==> config.mk <==
export PLATFORM = sky130hd
export DESIGN_NAME = imem_boot_loader
export DESIGN_NICKNAME = d
export VERILOG_FILES = /design/src/rtl/boot_pkg.sv /design/src/rtl/word_assembler.sv /design/src/rtl/imem_boot_loader.sv
export SDC_FILE = /design/constraint.sdc
export NUM_CORES = 1
export LEC_CHECK = 0
export ABC_AREA = 1
export BUFFER_PORTS_ARGS = -buffer_cell sky130_fd_sc_hd__buf_2
export CAP_MARGIN = 25
export CORE_ASPECT_RATIO = 0.75
export CORE_UTILIZATION = 57
export DETAILED_ROUTE_END_ITERATION = 7
export PLACE_DENSITY = 0.81
export SLEW_MARGIN = 20
export SYNTH_ARGS = -nofsm -noshare
export SYNTH_HDL_FRONTEND = slang
export SYNTH_SLANG_ARGS = --single-unit
==> constraint.sdc <==
create_clock -name clk -period 2.12 [get_ports clk]
set_input_delay 0.106 -clock clk [delete_from_list [all_inputs] [get_ports clk]]
set_output_delay 0.106 -clock clk [all_outputs]
set_load 0.01 [all_outputs]
==> src/rtl/boot_pkg.sv <==
// Shared loader state encoding and byte-stream framing constants.
// No logic; pure declarations.
package boot_pkg;

    typedef enum logic [2:0] {
        LEN,
        LOAD,
        CHECK,
        DONE,
        ERROR
    } boot_state_t;

    localparam int LEN_BYTES      = 4;
    localparam int BYTES_PER_WORD = 4;

endpackage

==> src/rtl/word_assembler.sv <==
// Little-endian byte-to-word shifter for the length header and the payload.
// word_vld is combinational on the 4th accepted byte; stalls simply hold the partial word.
module word_assembler
    import boot_pkg::*;
(
    input  logic        clk,
    input  logic        rst,
    input  logic        clr,
    input  logic [7:0]  byte_dat,
    input  logic        byte_en,
    output logic [31:0] word_dat,
    output logic        word_vld
);

    logic [23:0] shreg;
    logic [1:0]  cnt;

    // The completed word is exposed in the cycle of its last byte so the
    // parent can register the imem write for the very next cycle.
    assign word_vld = byte_en && (cnt == 2'(BYTES_PER_WORD - 1));
    assign word_dat = {byte_dat, shreg};

    always_ff @(posedge clk or negedge rst) begin
        if (!rst) begin
            shreg <= '0;
            cnt   <= '0;
        end else if (clr) begin
            shreg <= '0;
            cnt   <= '0;
        end else if (byte_en) begin
            shreg <= {byte_dat, shreg[23:8]};
            cnt   <= cnt + 2'd1;
        end
    end

endmodule

==> src/rtl/imem_boot_loader.sv <==
// Loads a length-prefixed, XOR-checksummed image into instruction memory and releases the core.
// Writes land one cycle after a word's 4th byte; ready drops only in DONE/ERROR.
module imem_boot_loader
    import boot_pkg::*;
#(
    parameter int ADDR_W = 10,
    parameter int XLEN   = 32
) (
    input  logic            clk,
    input  logic            rst,
    input  logic [7:0]      byte_data_i,
    input  logic            byte_valid_i,
    output logic            byte_ready_o,
    input  logic            reload_i,
    output logic            imem_we_o,
    output logic [31:0]     imem_addr_o,
    output logic [XLEN-1:0] imem_wdata_o,
    output logic            core_hold_o,
    output logic            done_o,
    output logic            error_o
);

    localparam logic [31:0] MAX_WORDS = 32'd1 << ADDR_W;

    boot_state_t     state;
    logic [ADDR_W:0] word_idx;
    logic [ADDR_W:0] word_cnt;
    logic [7:0]      csum;
    logic            accept;
    logic            asm_en;
    logic            reload_hit;
    logic [31:0]     word_dat;
    logic            word_vld;

    assign accept     = byte_valid_i && byte_ready_o;
    assign asm_en     = accept && (state == LEN || state == LOAD);
    assign reload_hit = reload_i && (state == DONE || state == ERROR);

    word_assembler u_asm (
        .clk      (clk),
        .rst      (rst),
        .clr      (reload_hit),
        .byte_dat (byte_data_i),
        .byte_en  (asm_en),
        .word_dat (word_dat),
        .word_vld (word_vld)
    );

    always_ff @(posedge clk or negedge rst) begin
        if (!rst) begin
            state        <= LEN;
            word_idx     <= '0;
            word_cnt     <= '0;
            csum         <= '0;
            byte_ready_o <= 1'b1;
            imem_we_o    <= 1'b0;
            imem_addr_o  <= '0;
            imem_wdata_o <= '0;
            core_hold_o  <= 1'b1;
            done_o       <= 1'b0;
            error_o      <= 1'b0;
        end else begin
            imem_we_o <= 1'b0;
            case (state)
                LEN: begin
                    if (word_vld) begin
                        word_cnt <= word_dat[ADDR_W:0];
                        if (word_dat > MAX_WORDS) begin
                            state        <= ERROR;
                            error_o      <= 1'b1;
                            byte_ready_o <= 1'b0;
                        end else if (word_dat == 32'd0) begin
                            state <= CHECK;
                        end else begin
                            state <= LOAD;
                        end
                    end
                end
                LOAD: begin
                    if (accept) begin
                        csum <= csum ^ byte_data_i;
                    end
                    if (word_vld) begin
                        imem_we_o    <= 1'b1;
                        imem_addr_o  <= 32'({word_idx, 2'b00});
                        imem_wdata_o <= XLEN'(word_dat);
                        word_idx     <= word_idx + 1'b1;
                        if (word_idx + 1'b1 == word_cnt) begin
                            state <= CHECK;
                        end
                    end
                end
                CHECK: begin
                    if (accept) begin
                        byte_ready_o <= 1'b0;
                        if (byte_data_i == csum) begin
                            state       <= DONE;
                            done_o      <= 1'b1;
                            core_hold_o <= 1'b0;
                        end else begin
                            state   <= ERROR;
                            error_o <= 1'b1;
                        end
                    end
                end
                DONE, ERROR: begin
                    if (reload_hit) begin
                        state        <= LEN;
                        word_idx     <= '0;
                        word_cnt     <= '0;
                        csum         <= '0;
                        byte_ready_o <= 1'b1;
                        core_hold_o  <= 1'b1;
                        done_o       <= 1'b0;
                        error_o      <= 1'b0;
                    end
                end
                default: begin
                    state <= ERROR;
                end
            endcase
        end
    end

endmodule

==> results of run 1 <==
-- tightest hold or removal path, cell delays in order --
cell and delay, ns:
buf_2 0.12, a22oi_1 0.08, inv_1 0.06
-- kinds of logic (layout without fill, tap and decap cells) --
family	Yosys count	in the layout
AO/OA/AOI/OAI	97	97
adder cells (fa/ha/maj)	2	2
buffers and inverters	134	181
other	1	21
AND/OR/NAND/NOR	216	216
flip-flops	107	107
multiplexers	8	8
XOR/XNOR	13	13
-- cell usage after synthesis --
master	count	area share, %
a21oi_1	3	0.30
a21oi_2	2	0.34
a21oi_4	1	0.32
a22oi_1	25	3.7
buf_2	9	0.89
buf_4	23	3.4
buf_6	4	0.89
clkbuf_1	4	0.30
clkinv_1	1	0.074
conb_1	1	0.074
dfrtp_1	105	52
dfstp_2	2	1.0
ha_1	2	0.49
inv_1	87	6.4
inv_2	6	0.44
mux2_2	8	1.8
nand2_1	117	8.6
nand2_2	4	0.49
nand3_1	40	3.9
nand3_2	1	0.20
nand4_1	10	1.2
nor2_1	31	2.3
nor2_2	4	0.49
nor2_4	4	0.89
nor3_1	5	0.49
o21a_1	1	0.15
o21ai_0	35	3.4
o21ai_1	22	2.2
o21ai_2	1	0.17
o21ai_4	1	0.32
o21bai_1	1	0.15
o22ai_1	5	0.62
xnor2_1	9	1.6
xor2_1	4	0.69
-- per-layer routing --
layer  track usage, %  vias up
met4             5.77        0
met2             38.8      156
met1             36.9     1883
met5                0        -
li1                 -     1937
met3             6.97       11
-- final cells by class --
cell class	count	area [µm²]	share of cell area, %
Sequential cell	107	2680	46.4
Tap cell	108	135	2.34
Timing Repair Buffer	71	403	6.97
Clock buffer	9	225	3.90
Inverter	94	353	6.11
Clock inverter	7	116	2.01
Multi-Input combinational cell	357	1860	32.3
-- flip-flops by register name, indices dropped and copies added (netlist names) --
register and flops:
csum 8, byte_ready_o 1, done_o 1, u_asm.shreg 24
core_hold_o 1, error_o 1, state 3, imem_wdata_o 32
word_cnt 11, u_asm.cnt 2, word_idx 11, imem_we_o 1
imem_addr_o 11
-- report_power, final --
group	switching (mW)	internal, mW
Combinational	1.05	0.601
Sequential	0.332	2.43
Clock	0.746	1.15
-- metrics by stage --
step	hold slack, ns	worst slack, ns	total power, mW	cells
after floorplan	-0.190	0.389	3.96	598
after global placement	-0.0952	0.155	4.34	734
after detailed placement	-0.0964	0.113	4.39	734
after CTS	0.0362	0.0535	6.29	751
after global routing	0.0492	0.00215	6.66	753
final	0.0444	0.154	6.30	753
-- how the worst min path moves through the flow --
| stage | depth (start not counted) | startpoint | to | slack, ns |
|---|---|---|---|---|
| 2_1_floorplan | 0 | rst | csum[0] | -0.19 |
| 3_3_place_gp | 1 | rst | imem_wdata_o[30] | -0.1 |
| 3_5_place_dp | 1 | rst | imem_wdata_o[30] | -0.1 |
| 4_1_cts | 3 | byte_data_i[7] | u_asm.shreg[23] | 0.04 |
| 5_1_grt | 3 | byte_data_i[7] | u_asm.shreg[23] | 0.05 |
| 6_report | 3 | byte_data_i[7] | u_asm.shreg[23] | 0.04 |
-- repair_timing --
| action | 4_1_cts | 5_1_grt |
|---|---|---|
| resized for setup | 0 | 8 |
| hold buffers | 1 | 0 |
| endpoints found under the setup margin | 0 | 6 |
| setup buffers | 0 | 2 |
| hold endpoints to repair | 105 | 0 |
==> results.toml, run 1 <==
[clock_tree]
cts_buffers = 9
root_buffer = "clkbuf_16"
clk_latency_ns = 0.36
clockBufferDepth = 2
cts_sinks = 107
cts.clk_slew.worst_paths_ns = 0.07
cts_tree = "done"
cts_max_level = 3

[yosys]
synth_simple_gate_area_share_pct = 18.7
synth_xor_area_share_pct = 2.24
netlist_area_um2 = 5080
synth.area.mux_share_pct = 1.77
ys_warn_count = 0
yosysSeqAreaShare_pct = 52.7
synth_seq_cells = 107
syn_inst = 578
synth_top_family_by_area = "simple AND/OR/NAND/NOR gates"
synth_cell_types = 34
synth_compound_area_share_pct = 11.7
synthAdderAreaFrac_pct = 0.492
avgSynthCellArea_um2 = 8.80

[drt]
via_per_inst = 5.29
vias = 3987
routedWlPerCell_um = 15.0
wl_met3_um = 832
highest-signal-layer = "met4"
totalWireLength_mm = 11.3
dr.pass1.iters = 7
wl_met1_mm = 5.16
dr_wl_met2_mm = 5.18
drc = 16
ant_nets = 0
drt-initial-drc-count = 330

[power_and_ir_drop]
vdd_drop_max_mv = 0.814
power_density_nw_per_um2 = 1090
p_leak_nw = 3.06

[setup_path]
regToRegEndpoint = "state[2]"
cp.arrival_ns = 2.21
path_cells = "ha_2 -> nand2_2 -> inv_1 -> nand2_1 -> nand2_1 -> nand2_1 -> nand2_1 -> nor2_1 -> nand2_1 -> nor2_1 -> nand3_1 -> nand2_2 -> nand2_2 -> nand2_1 -> nand2_1"
critPathMostFrequentCell = "nand2_1"
critPathMaxStageDelay_ns = 0.44
crit_path_start_kind = "register"
r2r_slack_ns = 0.15
crit_family = "simple AND/OR/NAND/NOR gates"
end_kind = "register"
worst-path-buf-inv = 1
crit_end = "state[2]"
r2r_start = "word_idx[0]"
crit_type = "reg2reg"
worstPathRequired_ns = 2.36
crit_path_start = "word_idx[0]"
cp_num_cells = 15
r2r_cells = 15
crit_path_top_delay_cell = "dfrtp_2"
cp_max_fo = 5

[layout]
layout_common_cells = "115 x nand2_1, 104 x dfrtp_1, 87 x inv_1, 58 x buf_2, 40 x nand3_1"
final_common_cell = "nand2_1"
fillers = 668
drive_gt1_share_pct = 19.4
diodes = 0
area_delta_synth_final_pct = 13.6
final_nets = 654
fin_util_pct = 67.5
final_cell_area_um2 = 5780

[global_route]
grt_max_degree = 72
first_global_vias = 3641
grt_pass1_wl_mm = 18.5
antenna_found_initial = 0
grt_overflow = 0
track_usage_pct = 25.6

[placement]
dp_hpwl_mm = 7.91
placed_cell_area_um2 = 5400
port_buffers = 59
gp_congestion = 0.869

[sta]
worst_pin_slew_ns = 0.563
fin_skew_ns = 0.00864
fmax_mhz = 509
tns_ns = 0
finalHoldViolCount = 0
setup_violations = 0
rsz0062_at_grt = "false"
fin_crit_sh_pct = 92.8
finalCriticalPeriod_ns = 1.97
slew_violations = 0
slew_headroom_pct = 62.4

[floorplan]
fp-row-count = 29
ios = 81
core_region_area_um2 = 8560
fp.dieH_um = 83.8
die_x_um = 111
initial_core_util_pct = 59.4
dieArea_um2 = 9310

[status]
violations = "DRC"
outcome = "finished with violations"

[job]
cap_violations = 0

[worst_hold_path]
hold_class = "in2reg"
Note: power is estimated with default switching activity, not from simulation.
==> run 2, diff against run 1 <==
Settings changed: PLACE_DENSITY 0.81 to 0.8, RECOVER_POWER from default to 50.
==> results.toml, run 2 (synthesis gave the netlist of run 1 again) <==
[placement]
port_buffers = 59
gp_congestion = 0.875
dp_hpwl_mm = 8.16

[layout]
diodes = 0
drive_gt1_share_pct = 12.1
fillers = 704
multiInputGateArea_um2 = 1870
final_common_cell = "nand2_1"
area_delta_synth_final_pct = 12.0
largest_reg_flops = 32
top_register = "imem_wdata_o"
final_nets = 652
largest_registers = "imem_wdata_o: 32 flops, u_asm.shreg: 24 flops"
layout_common_cells = "116 x nand2_1, 104 x dfrtp_1, 87 x inv_1, 46 x clkbuf_1, 39 x nand3_1"
ff_latch_area_um2 = 2680

[setup_path]
path_cells = "nand2_1 -> inv_2 -> nand3_2 -> nor2_4 -> inv_2 -> nor2_4 -> inv_2 -> buf_4 -> nor2_1 -> o21bai_1"
crit_path_start_kind = "register"
cp_max_fo = 30
r2r_start = "byte_ready_o"
crit_type = "reg2reg"
worstPathRequired_ns = 2.38
critPathMostFrequentCell = "inv_2"
cp.arrival_ns = 2.27
regToRegEndpoint = "word_idx[0]"
critPathMaxStageDelay_ns = 0.54
r2r_slack_ns = 0.11
crit_path_top_delay_cell = "dfstp_2"
end_kind = "register"
r2r_cells = 10
crit_path_start = "byte_ready_o"

[floorplan]
fp-row-count = 29
core_region_area_um2 = 8560
dieArea_um2 = 9310
ios = 81
fp.dieH_um = 83.8
initial_core_util_pct = 59.4
die_x_um = 111

[clock_tree]
root_buffer = "clkbuf_16"
cts.clk_slew.worst_paths_ns = 0.07
cts_sinks = 107
cts_tree = "done"
clockBufferDepth = 2
cts_max_level = 3
cts_buffers = 9
clk_latency_ns = 0.35

[status]
outcome = "finished with violations"
violations = "DRC"

[sta]
setup_violations = 0
fmax_mhz = 498
finalCriticalPeriod_ns = 2.01
slew_violations = 0
fin_crit_sh_pct = 94.7
tns_ns = 0
holdWs_ns = 0.0365
finalHoldViolCount = 0
slew_headroom_pct = 20.0
worst_pin_slew_ns = 1.20
fin_skew_ns = 0.00708

[worst_hold_path]
worstHoldStart = "byte_data_i[0]"
hold_class = "in2reg"
worstHoldPathCells = 3
min_to = "u_asm.shreg[16]"

[drt]
totalWireLength_mm = 11.4
ant_nets = 0
vias = 4043
via_per_inst = 5.38
drc = 16
dr.pass1.iters = 8
routedWlPerCell_um = 15.2
drt-initial-drc-count = 477

[global_route]
track_usage_pct = 26.1
first_global_vias = 3776
antenna_found_initial = 0
grt_overflow = 0
grt_max_degree = 50
grt_pass1_wl_mm = 18.6

[job]
cap_violations = 0

[power_and_ir_drop]
p_leak_nw = 2.84
power_density_nw_per_um2 = 1090
vdd_drop_max_mv = 0.865
## run 2: changes by cell type in the layout (fill, tap and decap cells not counted), moves of 2 or more
cell      previous run  this run
clkbuf_2             0         2
clkbuf_1             0        46
buf_2               58        12
nand2_2              6         4
inv_6                0         2
buf_4               11         7
## run 2: stage by stage
| stage | std cells | utilization (%) | setup WS [ns] | power (mW) | area [µm²] |
|---|---|---|---|---|---|
| floorplan | 598 | - | 0.389 | 3.96 | 5160 |
| global placement | 734 | 63.0 | 0.237 | 4.32 | 5400 |
| detailed placement | 734 | 63.0 | 0.131 | 4.40 | 5400 |
| CTS | 751 | 66.9 | 0.0817 | 6.22 | 5730 |
| global route | 751 | 66.5 | -0.00294 | 6.58 | 5690 |
| finish | 751 | 66.5 | 0.112 | 6.23 | 5690 |
## run 2: power by group
part,switching [mW],internal [mW]
combinational,1.06,0.601
sequential,0.343,2.42
clock,0.759,1.04
## run 2: worst max-delay path by stage
stage                        to  slack, ns  depth (start not counted)
2_1_floorplan  imem_wdata_o[18]       0.39                         11
3_3_place_gp        word_idx[6]       0.24                          9
3_5_place_dp           state[1]       0.13                         13
4_1_cts                state[0]       0.08                         13
5_1_grt                state[1]     -0.003                         13
6_report            word_idx[0]       0.11                         10
## run 2: worst max-delay path, delay by kind of cell (launching register included)
family	cells	cell delay, ns
compound gates	1	0.16
simple gates	5	0.75
buf+inv	4	0.48
flops	1	0.54
## run 2: cell type report
class	instances	share of cell area, %
Sequential cell	107	47.1
Multi-Input combinational cell	357	32.9
Inverter	94	6.20
Timing Repair Buffer	69	5.71
Clock buffer	9	3.96
Tap cell	108	2.37
Clock inverter	7	1.74
## run 2: repair_timing
action                                 4_1_cts  5_1_grt
setup endpoints to repair                    0        3
buffers inserted                             0        0
endpoints found under the hold margin       43        0
hold buffers                                 1        0
resized for setup                            0        8
## run 2: per-layer routing
layer / vias up / part of all wire [%] / track usage (%)
met3: 14 / 8.0 / 7.12
met5: - / 0 / 0
met4: 0 / 1.4 / 8.60
met2: 174 / 46 / 40.9
li1: 1927 / - / -
met1: 1928 / 44 / 35.5
==> run 3, diff against run 2 <==
Settings changed: SYNTH_HIERARCHICAL from default to 1.
==> results.toml, run 3 <==
[sta]
setup_violations = 0
slew_violations = 0
setup_ws_ns = 0.0860
rsz0062_at_grt = "true"
worst_pin_slew_ns = 1.06
fmax_mhz = 492
slew_headroom_pct = 29.2
finalHoldViolCount = 0
fin_crit_sh_pct = 95.9
finalCriticalPeriod_ns = 2.03
fin_skew_ns = 0.00607

[power_and_ir_drop]
power_density_nw_per_um2 = 960
vdd_drop_max_mv = 0.602
p_leak_nw = 2.87

[status]
outcome = "finished, final reports clean"

[yosys]
synth_seq_cells = 107
syn_inst = 621
ys.flop_type = "dfrtp_1"
netlist_area_um2 = 5320
yosysTopAreaCell = "dfrtp_1"
yosys-top-cells-count = "176 x nand2_1, 105 x dfrtp_1, 65 x inv_1, 51 x nand3_1, 45 x o21ai_0"
ys_top_cells_by_area = "dfrtp_1 49%, nand2_1 12%, nand3_1 4.8%, inv_1 4.6%, buf_4 4.4%"
synth_cell_types = 34
ys_warn_count = 6
yosysSeqAreaShare_pct = 50.4
synth.most_common_cell = "nand2_1"
synth_edf_count = 0
synth.top_cell.area_share_pct = 49.4
async_reset_ff_share_pct = 100
avgSynthCellArea_um2 = 8.57

[layout]
final_cell_area_um2 = 5960
layout_common_cells = "174 x nand2_1, 105 x dfrtp_1, 64 x inv_1, 50 x nand3_1, 47 x clkbuf_1"
diodes = 0
final_nets = 698
top_register = "imem_wdata_o"
largest_registers = "imem_wdata_o: 32 flops, u_asm/shreg: 24 flops"
drive_gt1_share_pct = 13.9
final_common_cell = "nand2_1"
largest_reg_flops = 32
area_delta_synth_final_pct = 12.0

[clock_tree]
clockBufferDepth = 2
root_buffer = "clkbuf_16"
cts_buffers = 9
cts_tree = "done"
cts_sinks = 107
clk_latency_ns = 0.34
cts_max_level = 3
cts.clk_slew.worst_paths_ns = 0.07

[worst_hold_path]
hold_class = "in2reg"

[placement]
gp_congestion = 0.834
placed_cell_area_um2 = 5650
dp_worst_setup_slack_ns = -0.138
port_buffers = 59
dp_hpwl_mm = 8.44

[global_route]
track_usage_pct = 26.9
grt_pass1_wl_mm = 20.1
grt_max_degree = 67
first_global_vias = 4104
grt_overflow = 0
antenna_found_initial = 0

[setup_path]
end_kind = "register"
crit_path_start_kind = "register"
cp.arrival_ns = 2.25
worstPathRequired_ns = 2.34
cp_max_fo = 66
crit_type = "reg2reg"

[drt]
totalWireLength_mm = 12.2
drt-initial-drc-count = 337
dr.pass1.iters = 5
routedWlPerCell_um = 14.9
vias = 4384
via_per_inst = 5.37
ant_nets = 0
drc = 0

[job]
cap_violations = 0

[floorplan]
initial_core_util_pct = 58.8
ios = 81
core_region_area_um2 = 9050
fp-row-count = 30
dieArea_um2 = 9730
fp.dieH_um = 85.7
die_x_um = 114
[run 3: cell count changes in the layout (fill, tap and decap cells not counted), sizes merged, moves of 4 or more]
| cell | previous run | this run |
|---|---|---|
| a22oi | 25 | 0 |
| buf | 20 | 33 |
| inv | 95 | 70 |
| mux2 | 8 | 0 |
| nand2 | 121 | 179 |
| nand3 | 41 | 71 |
| nor2 | 39 | 34 |
| o22ai | 5 | 9 |
| o41ai | 0 | 7 |
| xor2 | 4 | 0 |
[run 3: path summary, 6_finish.rpt]
kind | depth (start not counted) | slack [ns] | startpoint | to
max | 11 | 0.09 | byte_ready_o | imem_addr_o[11]
min | 3 | 0.04 | byte_data_i[2] | u_asm/shreg[18]
max reg2reg | 11 | 0.09 | byte_ready_o | imem_addr_o[11]
min reg2reg | 2 | 0.47 | imem_wdata_o[14] | imem_wdata_o[14]
max in group asynchronous | 3 | 0.46 | rst | csum[0]
min in group asynchronous | 2 | 0.49 | rst | imem_addr_o[6]
[run 3: what timing repair did]
| item | CTS | global route |
|---|---|---|
| hold endpoints to repair | 38 | 0 |
| endpoints found under the setup margin | 11 | 22 |
| gates resized for setup | 1 | 7 |
| buffers inserted | 0 | 6 |
| pin swaps | 0 | 4 |
| hold buffers | 1 | 0 |
[run 3: power by group]
group | switching [mW] | leakage [nW] | internal (mW)
Clock | 0.730 | 0.138 | 0.953
Sequential | 0.247 | 1.47 | 2.30
Combinational | 1.03 | 1.26 | 0.469
Total | 2.01 | 2.87 | 3.72
[run 3: routing by layer]
metal	GRT usage, %	share of wire (%)	routed length [µm]	vias to the layer above
li1	-	-	-	2084
met5	0	0	0	-
met3	6.15	6.9	838	22
met1	38.1	45	5550	2091
met2	41.7	46	5640	187
met4	7.30	1.5	179	0
[run 3: cell families after synthesis]
logic type | count (synthesis) | share of synthesized area (%)
DFF | 107 | 50.4
other | 1 | 0.0705
buffers and inverters | 120 | 11.9
xor gates and xnor gates | 9 | 1.48
adders and majority gates | 2 | 0.470
AOI/OAI and AO/OA | 84 | 9.07
and+or+nand+nor | 298 | 26.7
[run 3: metrics by stage]
stage | hold WS, ns | utilization [%] | setup TNS (ns) | instances | power [mW]
global placement | 0.131 | 62.5 | 0 | 794 | 3.94
global route | 0.0532 | 65.9 | -0.275 | 817 | 6.03
floorplan | -0.190 | - | 0 | 641 | 3.65
CTS | 0.0350 | 66.0 | 0 | 811 | 5.72
detailed placement | 0.135 | 62.5 | -0.976 | 794 | 3.99
finish | 0.0441 | 65.9 | 0 | 817 | 5.73
[run 3: layout make-up]
type | instances | area (µm²)
Clock buffer | 11 | 243
Clock inverter | 5 | 61.3
Fill cell | 736 | 3080
Inverter | 69 | 264
Multi-Input combinational cell | 414 | 2120
Sequential cell | 107 | 2680
Tap cell | 128 | 160
Timing Repair Buffer | 83 | 434
[run 3: worst max-delay path: stages, from the launching register on]
cell     delay (ns)
dfstp_2        0.57
nand2_4        0.06
nor3_4         0.11
nand2_1        0.08
inv_2          0.07
buf_6          0.10
buf_4          0.09
inv_1          0.08
nor2_4         0.14
inv_2          0.08
buf_12         0.18
o21ai_0        0.31
